===== config.mk =====
export PLATFORM = sky130hd
export DESIGN_NAME = countdown_ctrl
export DESIGN_NICKNAME = d
export VERILOG_FILES = /design/src/rtl/countdown_pkg.sv /design/src/rtl/key_debounce.sv /design/src/rtl/countdown_ctrl.sv
export SDC_FILE = /design/constraint.sdc
export NUM_CORES = 1
export LEC_CHECK = 0
export ABC_AREA = 1
export CORE_MARGIN = 2
export CORE_UTILIZATION = 30
export DETAILED_ROUTE_END_ITERATION = 12
export HOLD_SLACK_MARGIN = 0.05
export PLACE_DENSITY = 0.46
export SLEW_MARGIN = 20
export SYNTH_ARGS = -nofsm -noshare
export SYNTH_HDL_FRONTEND = slang
export SYNTH_SLANG_ARGS = --single-unit

===== constraint.sdc =====
create_clock -name clk -period 4.2 [get_ports clk]
set_input_delay 1.26 -clock clk [delete_from_list [all_inputs] [get_ports clk]]
set_output_delay 1.26 -clock clk [all_outputs]
set_load 0.01 [all_outputs]

===== src/rtl/countdown_pkg.sv =====
// Shared types and helpers for the countdown sequencer: FSM state encoding
// and the load-value clamp.
package countdown_pkg;

    localparam int CNT_W = 4;

    typedef enum logic [1:0] {
        ST_IDLE  = 2'd0,
        ST_RUN   = 2'd1,
        ST_PAUSE = 2'd2,
        ST_DONE  = 2'd3
    } state_t;

    function automatic logic [CNT_W-1:0] clamp(
        input logic [CNT_W-1:0] v,
        input logic [CNT_W-1:0] lo,
        input logic [CNT_W-1:0] hi
    );
        if (v < lo) return lo;
        if (v > hi) return hi;
        return v;
    endfunction

endpackage


===== src/rtl/key_debounce.sv =====
// Raw active-low push-button to single-cycle press pulse: 2-flop synchroniser,
// stability counter and released->pressed edge detect.
module key_debounce #(
    parameter int DB_BITS = 16
) (
    input  logic i_clk,
    input  logic i_rst_n,
    input  logic i_key_n,
    output logic o_press
);

    logic [1:0]         r_sync;
    logic [DB_BITS-1:0] r_cnt;
    logic               r_level;
    logic               r_press;
    logic               w_pressed;

    assign w_pressed = ~r_sync[1];

    // The level only flips after the synchronised key disagrees with it for
    // 2**DB_BITS consecutive cycles; any agreement restarts the count.
    always_ff @(posedge i_clk) begin
        if (!i_rst_n) begin
            r_sync  <= 2'b11;
            r_cnt   <= '0;
            r_level <= 1'b0;
            r_press <= 1'b0;
        end else begin
            r_sync  <= {r_sync[0], i_key_n};
            r_press <= 1'b0;
            if (w_pressed == r_level) begin
                r_cnt <= '0;
            end else if (&r_cnt) begin
                r_cnt   <= '0;
                r_level <= w_pressed;
                r_press <= w_pressed;
            end else begin
                r_cnt <= r_cnt + 1'b1;
            end
        end
    end

    assign o_press = r_press;

endmodule


===== src/rtl/countdown_ctrl.sv =====
// Button-driven countdown sequencer: debounced start/pause/load keys, FSM,
// run-gated tick prescaler and clamped count register feeding the display stages.
module countdown_ctrl
    import countdown_pkg::*;
#(
    parameter int TICK_BITS = 25,
    parameter int DB_BITS   = 16,
    parameter int START_VAL = 9,
    parameter int END_VAL   = 4
) (
    input  logic             clk,
    input  logic             rst,
    input  logic             key_start,
    input  logic             key_pause,
    input  logic             key_load,
    input  logic [CNT_W-1:0] load_val,
    output logic [CNT_W-1:0] count,
    output logic             running,
    output logic             tick,
    output logic             done
);

    localparam logic [CNT_W-1:0] START_C = CNT_W'(START_VAL);
    localparam logic [CNT_W-1:0] END_C   = CNT_W'(END_VAL);

    state_t               r_state, w_state_nxt;
    logic [CNT_W-1:0]     r_count, w_count_nxt;
    logic [TICK_BITS-1:0] r_pre, w_pre_nxt;
    logic                 r_tick, w_tick_nxt;
    logic                 r_done, w_done_nxt;

    logic w_press_start, w_press_pause, w_press_load;
    logic w_st, w_pa, w_ld;
    logic [CNT_W-1:0] w_load_clamped;

    key_debounce #(.DB_BITS(DB_BITS)) u_db_start (
        .i_clk(clk), .i_rst_n(rst), .i_key_n(key_start), .o_press(w_press_start)
    );
    key_debounce #(.DB_BITS(DB_BITS)) u_db_pause (
        .i_clk(clk), .i_rst_n(rst), .i_key_n(key_pause), .o_press(w_press_pause)
    );
    key_debounce #(.DB_BITS(DB_BITS)) u_db_load (
        .i_clk(clk), .i_rst_n(rst), .i_key_n(key_load), .o_press(w_press_load)
    );

    // Coincident presses: load wins over start, start over pause.
    assign w_ld = w_press_load;
    assign w_st = w_press_start & ~w_press_load;
    assign w_pa = w_press_pause & ~w_press_load & ~w_press_start;

    assign w_load_clamped = clamp(load_val, END_C, START_C);

    always_ff @(posedge clk) begin
        if (!rst) begin
            r_state <= ST_IDLE;
            r_count <= START_C;
            r_pre   <= '0;
            r_tick  <= 1'b0;
            r_done  <= 1'b0;
        end else begin
            r_state <= w_state_nxt;
            r_count <= w_count_nxt;
            r_pre   <= w_pre_nxt;
            r_tick  <= w_tick_nxt;
            r_done  <= w_done_nxt;
        end
    end

    always_comb begin
        w_state_nxt = r_state;
        w_count_nxt = r_count;
        w_pre_nxt   = r_pre;
        w_tick_nxt  = 1'b0;
        w_done_nxt  = 1'b0;
        unique case (r_state)
            ST_IDLE: begin
                if (w_ld) begin
                    w_count_nxt = w_load_clamped;
                end else if (w_st) begin
                    w_state_nxt = ST_RUN;
                    w_pre_nxt   = '0;
                end
            end
            ST_RUN: begin
                if (w_pa) begin
                    w_state_nxt = ST_PAUSE;
                end else begin
                    w_pre_nxt = r_pre + 1'b1;
                    // A count already sitting at the terminal value finishes
                    // on its first wrap without decrementing.
                    if (&r_pre) begin
                        w_tick_nxt = 1'b1;
                        if (r_count > END_C) begin
                            w_count_nxt = r_count - 1'b1;
                            if (r_count == END_C + 1'b1) begin
                                w_done_nxt  = 1'b1;
                                w_state_nxt = ST_DONE;
                            end
                        end else begin
                            w_done_nxt  = 1'b1;
                            w_state_nxt = ST_DONE;
                        end
                    end
                end
            end
            ST_PAUSE: begin
                if (w_ld) begin
                    w_count_nxt = w_load_clamped;
                    w_state_nxt = ST_IDLE;
                end else if (w_st || w_pa) begin
                    w_state_nxt = ST_RUN;
                end
            end
            ST_DONE: begin
                if (w_ld) begin
                    w_count_nxt = w_load_clamped;
                    w_state_nxt = ST_IDLE;
                end else if (w_st) begin
                    w_count_nxt = START_C;
                    w_pre_nxt   = '0;
                    w_state_nxt = ST_RUN;
                end
            end
            default: w_state_nxt = ST_IDLE;
        endcase
    end

    always_comb begin
        running = (r_state == ST_RUN);
    end

    assign count = r_count;
    assign tick  = r_tick;
    assign done  = r_done;

endmodule


* After elaboration in Yosys (flattened, before gate mapping)
Cells that the tools add are included.
** Word-level totals
- Logic and storage cells :: 114
- Bits of input ports :: 9
- Register bits after elaboration :: 93
** Operators by class
- Reduce and logical (&&, ||, !) cells :: 23
- Mux-type cells :: 31
- Bitwise gates (word level) :: 17
- Magnitude comparators :: 3
- $add $sub $neg :: 5
- Equal/unequal tests :: 18
** Operator list (count)
- two-way mux 25 bit :: 3
- AND reduction 17 bit :: 3
- one-hot mux 25 bit (2 select lines) :: 1
- adder 16 x 1 -> 16 bit (second input constant) :: 3
- AND reduction 16 bit :: 3
- two-way mux 4 bit :: 10
- adder 25 x 1 -> 25 bit (second input constant) :: 1
- AND reduction 25 bit :: 1
- OR reduction 3 bit :: 7
- two-way mux 2 bit :: 9
- NOT 1 bit :: 14
- one-hot mux 4 bit (3 select lines) :: 1
- inequality test 2 x 1 -> 1 bit (second input constant) :: 4
- one-hot mux 2 bit (4 select lines) :: 1
- AND reduction 4 bit :: 2
- two-way mux 1 bit :: 6
- inequality test 2 bit (second input constant) :: 3
- inequality test 3 x 2 -> 1 bit (second input constant) :: 2
- AND reduction 5 bit :: 1
- == test 2 bit (second input constant) :: 2
- == test 4 x 3 -> 1 bit (second input constant) :: 1
- > comparator 4 x 3 -> 1 bit (second input constant) :: 1
- > comparator 4 bit (second input constant) :: 1
- less-than comparator 4 x 3 -> 1 bit (second input constant) :: 1
- 11 further kinds :: 16

* Logic depth before layout (Yosys ltp)
- Depth after elaboration :: 7
- Depth in mapped cells :: 12
- Mapped depth without buffers :: 11

* Hierarchy
From an unflattened synthesis, not the netlist that was laid out.
** Second synthesis, totals
- Cells, all modules :: 695
- Area, all modules :: 4942.2 um^2
** Modules (own cells, without submodules)
- countdown_ctrl :: cells an instance 333, area an instance 2150.8 um^2, sequential area each 660.6 um^2, times used 1
- key_debounce (u_db_load ...) :: cells an instance 121, area an instance 950.9 um^2, sequential area each 400.4 um^2, times used 2
- key_debounce (u_db_start) :: cells an instance 120, area an instance 889.6 um^2, sequential area each 400.4 um^2, times used 1

* Least setup slack after synthesis
No wires, ideal clock.
- Path type :: input -> register
- Start :: input rst
- End :: register u_db_pause.r_cnt[15]
- Setup slack :: 2.146 ns
- Arrival :: 1.992 ns
- Stages :: 7
- Required time :: 4.138 ns
- Cells stage by stage :: inv_2 a21oi_1 inv_1 a21oi_2 o21ai_4 buf_8 nor2_2
** Between the ends
- Longest elaborated chain between the ends :: 2
** Ends and longest elaborated chain
- from (decl) :: line countdown_ctrl.sv:12 : input logic rst,
- NOT 1 bit (no line)
- OR reduction 3 bit (no line)
- to (signal assigned) :: line key_debounce.sv:38 : r_cnt <= r_cnt + 1'b1;
- to (decl) :: line key_debounce.sv:13 : logic [DB_BITS-1:0] r_cnt;
No other way between the ends.
A chain may end at the register's enable or synchronous reset.

* Final worst setup path
- Start :: register r_state[1]
- End :: output running
** Between the ends
- Longest elaborated chain between the ends :: 1
** Ends and longest elaborated chain
- from (decl) :: line countdown_ctrl.sv:26 : state_t r_state, w_state_nxt;
- from (signal assigned) :: line countdown_ctrl.sv:61 : r_state <= w_state_nxt;
- == test 2 x 1 -> 1 bit :: line countdown_ctrl.sv:129 : running = (r_state == ST_RUN);
- to (decl) :: line countdown_ctrl.sv:18 : output logic running,
No other way between the ends.

==> summary.md <==
| Metric | Value |
|---|---|
| Gate count after technology mapping | `approximately 650` |
| Number of core rows | `45` |
| Register-to-register setup slack | `roughly 2.1 ns` |
| Maximum Capacitance Violations | `0` |
| Number of antenna repair diodes | `0` |
| Total global routing track utilization | `12.5%` |
| Number of global-route vias before repair | `3,735` |
| Number of hold-slack violations in the final timing report | `0` |
| Share of power burned in combinational logic | `1.9%` |
| Source-to-sink clock delay at the later pin of the worst-skew pair | `0.35 ns` |
| Largest net degree at the start of global routing | `26` |
| Worst slew pin tran | `between 0.7 and 0.8 ns` |
| Die Span Y | `between 100 and 150 um` |
| Count of distinct cell types in the synthesized netlist | `41` |
| Area Growth Syn to Fin | `14.9%` |
| Worst supply voltage drop on vdd | `about 200 uV` |
| Overflow after GRT | `0` |
| Post-synth ARST share | `0%` |
| Htree depth | `3` |
| Timing-limited maximum frequency | `around 0.32 GHz` |
| Initial antenna violation count | `0` |
| Die area | `about 17,000 sq um` |
| Final worst path period share | `between 70% and 80%` |
| Global Route met2 Usage | `20.7%` |
| GPL Wtd Cong | `slightly above 0.8` |
| Unrepaired setup endpoints after global routing | `no` |
| Clock buffers created by TritonCTS | `9` |
| Global-route wire length before repair | `16.8 mm` |
| R2R Path Start | `r_state[1]$_SDFFE_PN0P_` |
| Area share of the leading cell type in the synthesized netlist | `approximately 40%` |
| Hold worst-path end | `u_db_start.r_sync[1]$_SDFF_PN1_` |
| Setup slack at placement | `between 0.9 and 1 ns` |
| Leading cell type by number of instances after synthesis | `sky130_fd_sc_hd__nand2_1` |
| Estimated wirelength of the detail-placed design | `slightly above 7 mm` |
| Cell Int Power | `between 0.001 and 0.0015 W` |
| Post-layout net count | `roughly 690` |
| Post-CTS sizing | `0` |
| Fraction of power consumed by sequential logic | `roughly 48%` |
| Setup crit end kind | `output port` |
| Net switching power | `approximately 0.00038 W` |
| Port Buffer Count | `15` |
| Final setup fails | `0` |
| Max-slew headroom | `between 50% and 60%` |
| Average cell area after synthesis | `approximately 7.2 sq um` |
| R2R Path End | `r_pre[18]$_SDFFE_PN0P_` |
| Maximum clock insertion buffer count | `2` |
| Remaining number of nets flagged by the antenna check after routing | `0` |
| Launching element type of the critical path | `flop` |
| Highest-utilization routing layer at the global route stage | `met2` |
| Share of cells above drive strength 1 | `roughly a tenth` |
| Drt first-iter violations | `268` |
| Number of sinks handled by clock tree synthesis | `93` |
| Tot Pwr | `about 0.0019 W` |
| Top FF cell, synth | `sky130_fd_sc_hd__dfxtp_1` |
| Floorplan core area | `approximately 15,000 sq um` |
| Warnings from Yosys | `0` |
| Result of the run | `finished, final reports clean` |
| HP Class | `flop to flop` |
| Cell type with the highest aggregate area in the netlist | `sky130_fd_sc_hd__dfxtp_1` |
| Share of power burned in the clock network | `roughly half` |
| Horizontal extent of the die | `129 um` |
| PD cells | `approximately 350 nW/um^2` |
| Starting Density | `30.9%` |
| Average detailed-routed wire length per instance | `10.9 um` |
| Fraction of met3 tracks used by global routing | `under 10%` |
| Final Routed Wirelength | `9.66 mm` |
| Cell Area, Synth | `4710 sq um` |
| Setup skew after layout | `between 0.01 and 0.015 ns` |
| Number of vias in the routed layout | `~4,000` |
| CTS Root Buffer Type | `sky130_fd_sc_hd__clkbuf_16` |
| Critical path arrival | `~1.8 ns` |
| CTS tree | `done` |
| DR pass1 iterations | `5` |
| Sw Ratio | `between 20% and 30%` |
| Post-route worst setup slack | `about 1.1 ns` |
| Required time at the endpoint of the critical path | `around 3 ns` |
| Worst hold slack | `roughly 0.41 ns` |
| Met1 track demand over resource | `between 10% and 20%` |
| Cells taking the most area after synthesis | `sky130_fd_sc_hd__dfxtp_1 40%, sky130_fd_sc_hd__nand2_1 9.8%, sky130_fd_sc_hd__inv_1 7.0%` |
| Most frequent cells after synthesis | `123 x sky130_fd_sc_hd__nand2_1, 93 x sky130_fd_sc_hd__dfxtp_1, 88 x sky130_fd_sc_hd__inv_1` |
| Cell leakage power | `1.98 nW` |
| Sequential fraction of the synthesis area | `39.5%` |
| Source of the worst hold timing path | `u_db_start.r_sync[0]$_SDFF_PN1_` |
| Sum Neg Setup Slack | `0 ns` |
| Buffers inserted by post-CTS timing repair | `0` |
| Synthesized flop and latch total | `just over 90` |
| Max-slew violation count | `0` |
| Number of buffers added to fix hold violations after cts | `0` |
| Top Ports | `16` |
| Mean number of vias per cell | `4.49` |
| Worst Reg-to-Reg Cells | `9` |
| Number of cells traversed by the worst hold path | `1` |
| Time the final worst path needs with I/O delays and setup | `3.10 ns` |
| Synthesized Nets | `between 600 and 700` |
| DRC Markers | `0` |
| CP Max Fanout | `10` |
| CTS clock-pin slew for the worst setup and hold paths | `~0.07 ns` |
| Post-synth EDFFs | `0` |
| Class of the most critical setup path | `flop to output port` |
sequential cells by signal, indices dropped and copies added, names as in the netlist:
name,cells
count,4
u_db_start.o_press,1
tick,1
r_state,2
u_db_pause.r_level,1
done,1
u_db_load.r_level,1
u_db_load.r_sync,2
u_db_load.o_press,1
u_db_start.r_sync,2
u_db_pause.r_cnt,16
u_db_pause.r_sync,2
r_pre,25
u_db_pause.o_press,1
u_db_load.r_cnt,16
u_db_start.r_cnt,16
u_db_start.r_level,1
power by group through the flow:
| stage | registers, W | clock network [W] | logic, W |
|---|---|---|---|
| 2_1_floorplan | 0.000907 | 0 | 0.0000242 |
| 3_3_place_gp | 0.000907 | 0 | 0.0000363 |
| 3_5_place_dp | 0.000907 | 0 | 0.0000371 |
| 4_1_cts | 0.000887 | 0.000987 | 0.0000372 |
| 5_1_grt | 0.000887 | 0.00102 | 0.0000415 |
| 6_report | 0.000887 | 0.000946 | 0.0000364 |
worst max-delay path, stage by stage, from the launching register on:
cell and delay, ns:
sky130_fd_sc_hd__dfxtp_1 0.35, sky130_fd_sc_hd__inv_1 0.11, sky130_fd_sc_hd__ha_1 0.42, sky130_fd_sc_hd__clkdlybuf4s50_1 0.62
cell families after synthesis:
| family | share of synthesized area, % |
|---|---|
| flops | 39.5 |
| simple gates | 35.6 |
| buf+inv | 8.49 |
| xor+xnor | 3.53 |
| fa+ha+maj | 2.92 |
| compound gates | 9.93 |
stage by stage:
stage | util [%] | std cells | area [sq um]
2_1_floorplan | - | 653 | 4710
3_3_place_gp | 33.2 | 872 | 5070
3_5_place_dp | 33.2 | 872 | 5070
4_1_cts | 35.5 | 888 | 5410
5_1_grt | 35.5 | 888 | 5410
6_report | 35.5 | 888 | 5410
layout by cell type (no fill, tap or decap), types with 2 or more instances in the layout:
| cell type | synthesis | final |
|---|---|---|
| sky130_fd_sc_hd__o21ai_0 | 36 | 36 |
| sky130_fd_sc_hd__nand3_1 | 40 | 40 |
| sky130_fd_sc_hd__clkdlybuf4s50_1 | 0 | 15 |
| sky130_fd_sc_hd__bufinv_16 | 0 | 3 |
| sky130_fd_sc_hd__nor3b_2 | 2 | 2 |
| sky130_fd_sc_hd__or2_0 | 3 | 3 |
| sky130_fd_sc_hd__nand3_2 | 5 | 5 |
| sky130_fd_sc_hd__inv_1 | 88 | 88 |
| sky130_fd_sc_hd__inv_2 | 3 | 3 |
| sky130_fd_sc_hd__nor2_4 | 6 | 6 |
| sky130_fd_sc_hd__inv_6 | 0 | 2 |
| sky130_fd_sc_hd__a21oi_2 | 4 | 4 |
| sky130_fd_sc_hd__xor2_1 | 10 | 10 |
| sky130_fd_sc_hd__nor3b_1 | 5 | 5 |
| sky130_fd_sc_hd__nor4_1 | 7 | 7 |
| sky130_fd_sc_hd__or2_2 | 9 | 9 |
| sky130_fd_sc_hd__dfxtp_1 | 93 | 93 |
| sky130_fd_sc_hd__nor2_1 | 87 | 87 |
| sky130_fd_sc_hd__clkbuf_16 | 0 | 9 |
| sky130_fd_sc_hd__ha_1 | 11 | 11 |
| sky130_fd_sc_hd__nand2_2 | 5 | 5 |
| sky130_fd_sc_hd__a22oi_1 | 2 | 2 |
| sky130_fd_sc_hd__nand2_4 | 2 | 2 |
| sky130_fd_sc_hd__xnor2_1 | 9 | 9 |
| sky130_fd_sc_hd__nor3_1 | 18 | 18 |
| sky130_fd_sc_hd__nand2_1 | 123 | 123 |
| sky130_fd_sc_hd__a21oi_1 | 37 | 37 |
| sky130_fd_sc_hd__nor2_2 | 13 | 13 |
| sky130_fd_sc_hd__nand4_1 | 15 | 15 |
| sky130_fd_sc_hd__nand3b_1 | 2 | 2 |
| sky130_fd_sc_hd__nand4_2 | 2 | 2 |
final cells by class:
| type | instances | area [sq um] |
|---|---|---|
| clock inverters | 7 | 120 |
| inverters | 91 | 342 |
| flip-flops and latches | 93 | 1860 |
| repair buffers | 15 | 150 |
| clock buffers | 9 | 225 |
| well taps | 211 | 264 |
| fillers | 1610 | 9840 |
| multi-input cells | 462 | 2450 |
per-layer routing:
layer,vias up,share of wire [%]
li1,2152,-
met1,1787,49
met2,34,46
met3,12,3.2
met4,0,1.5
met5,-,0
how the worst max path moves through the flow:
stage               slack [ns]                         endpoint                    start
floorplan                 2.15  u_db_pause.r_cnt[15]$_SDFF_PP0_                      rst
finish                    1.10                          running  r_state[1]$_SDFFE_PN0P_
detailed placement        0.93           r_pre[12]$_SDFFE_PN0P_                      rst
global placement          1.00           r_pre[15]$_SDFFE_PN0P_                      rst
global route              0.98                          running  r_state[1]$_SDFFE_PN0P_
CTS                       1.07                          running  r_state[1]$_SDFFE_PN0P_
Note: power is estimated with default switching activity, not from simulation.
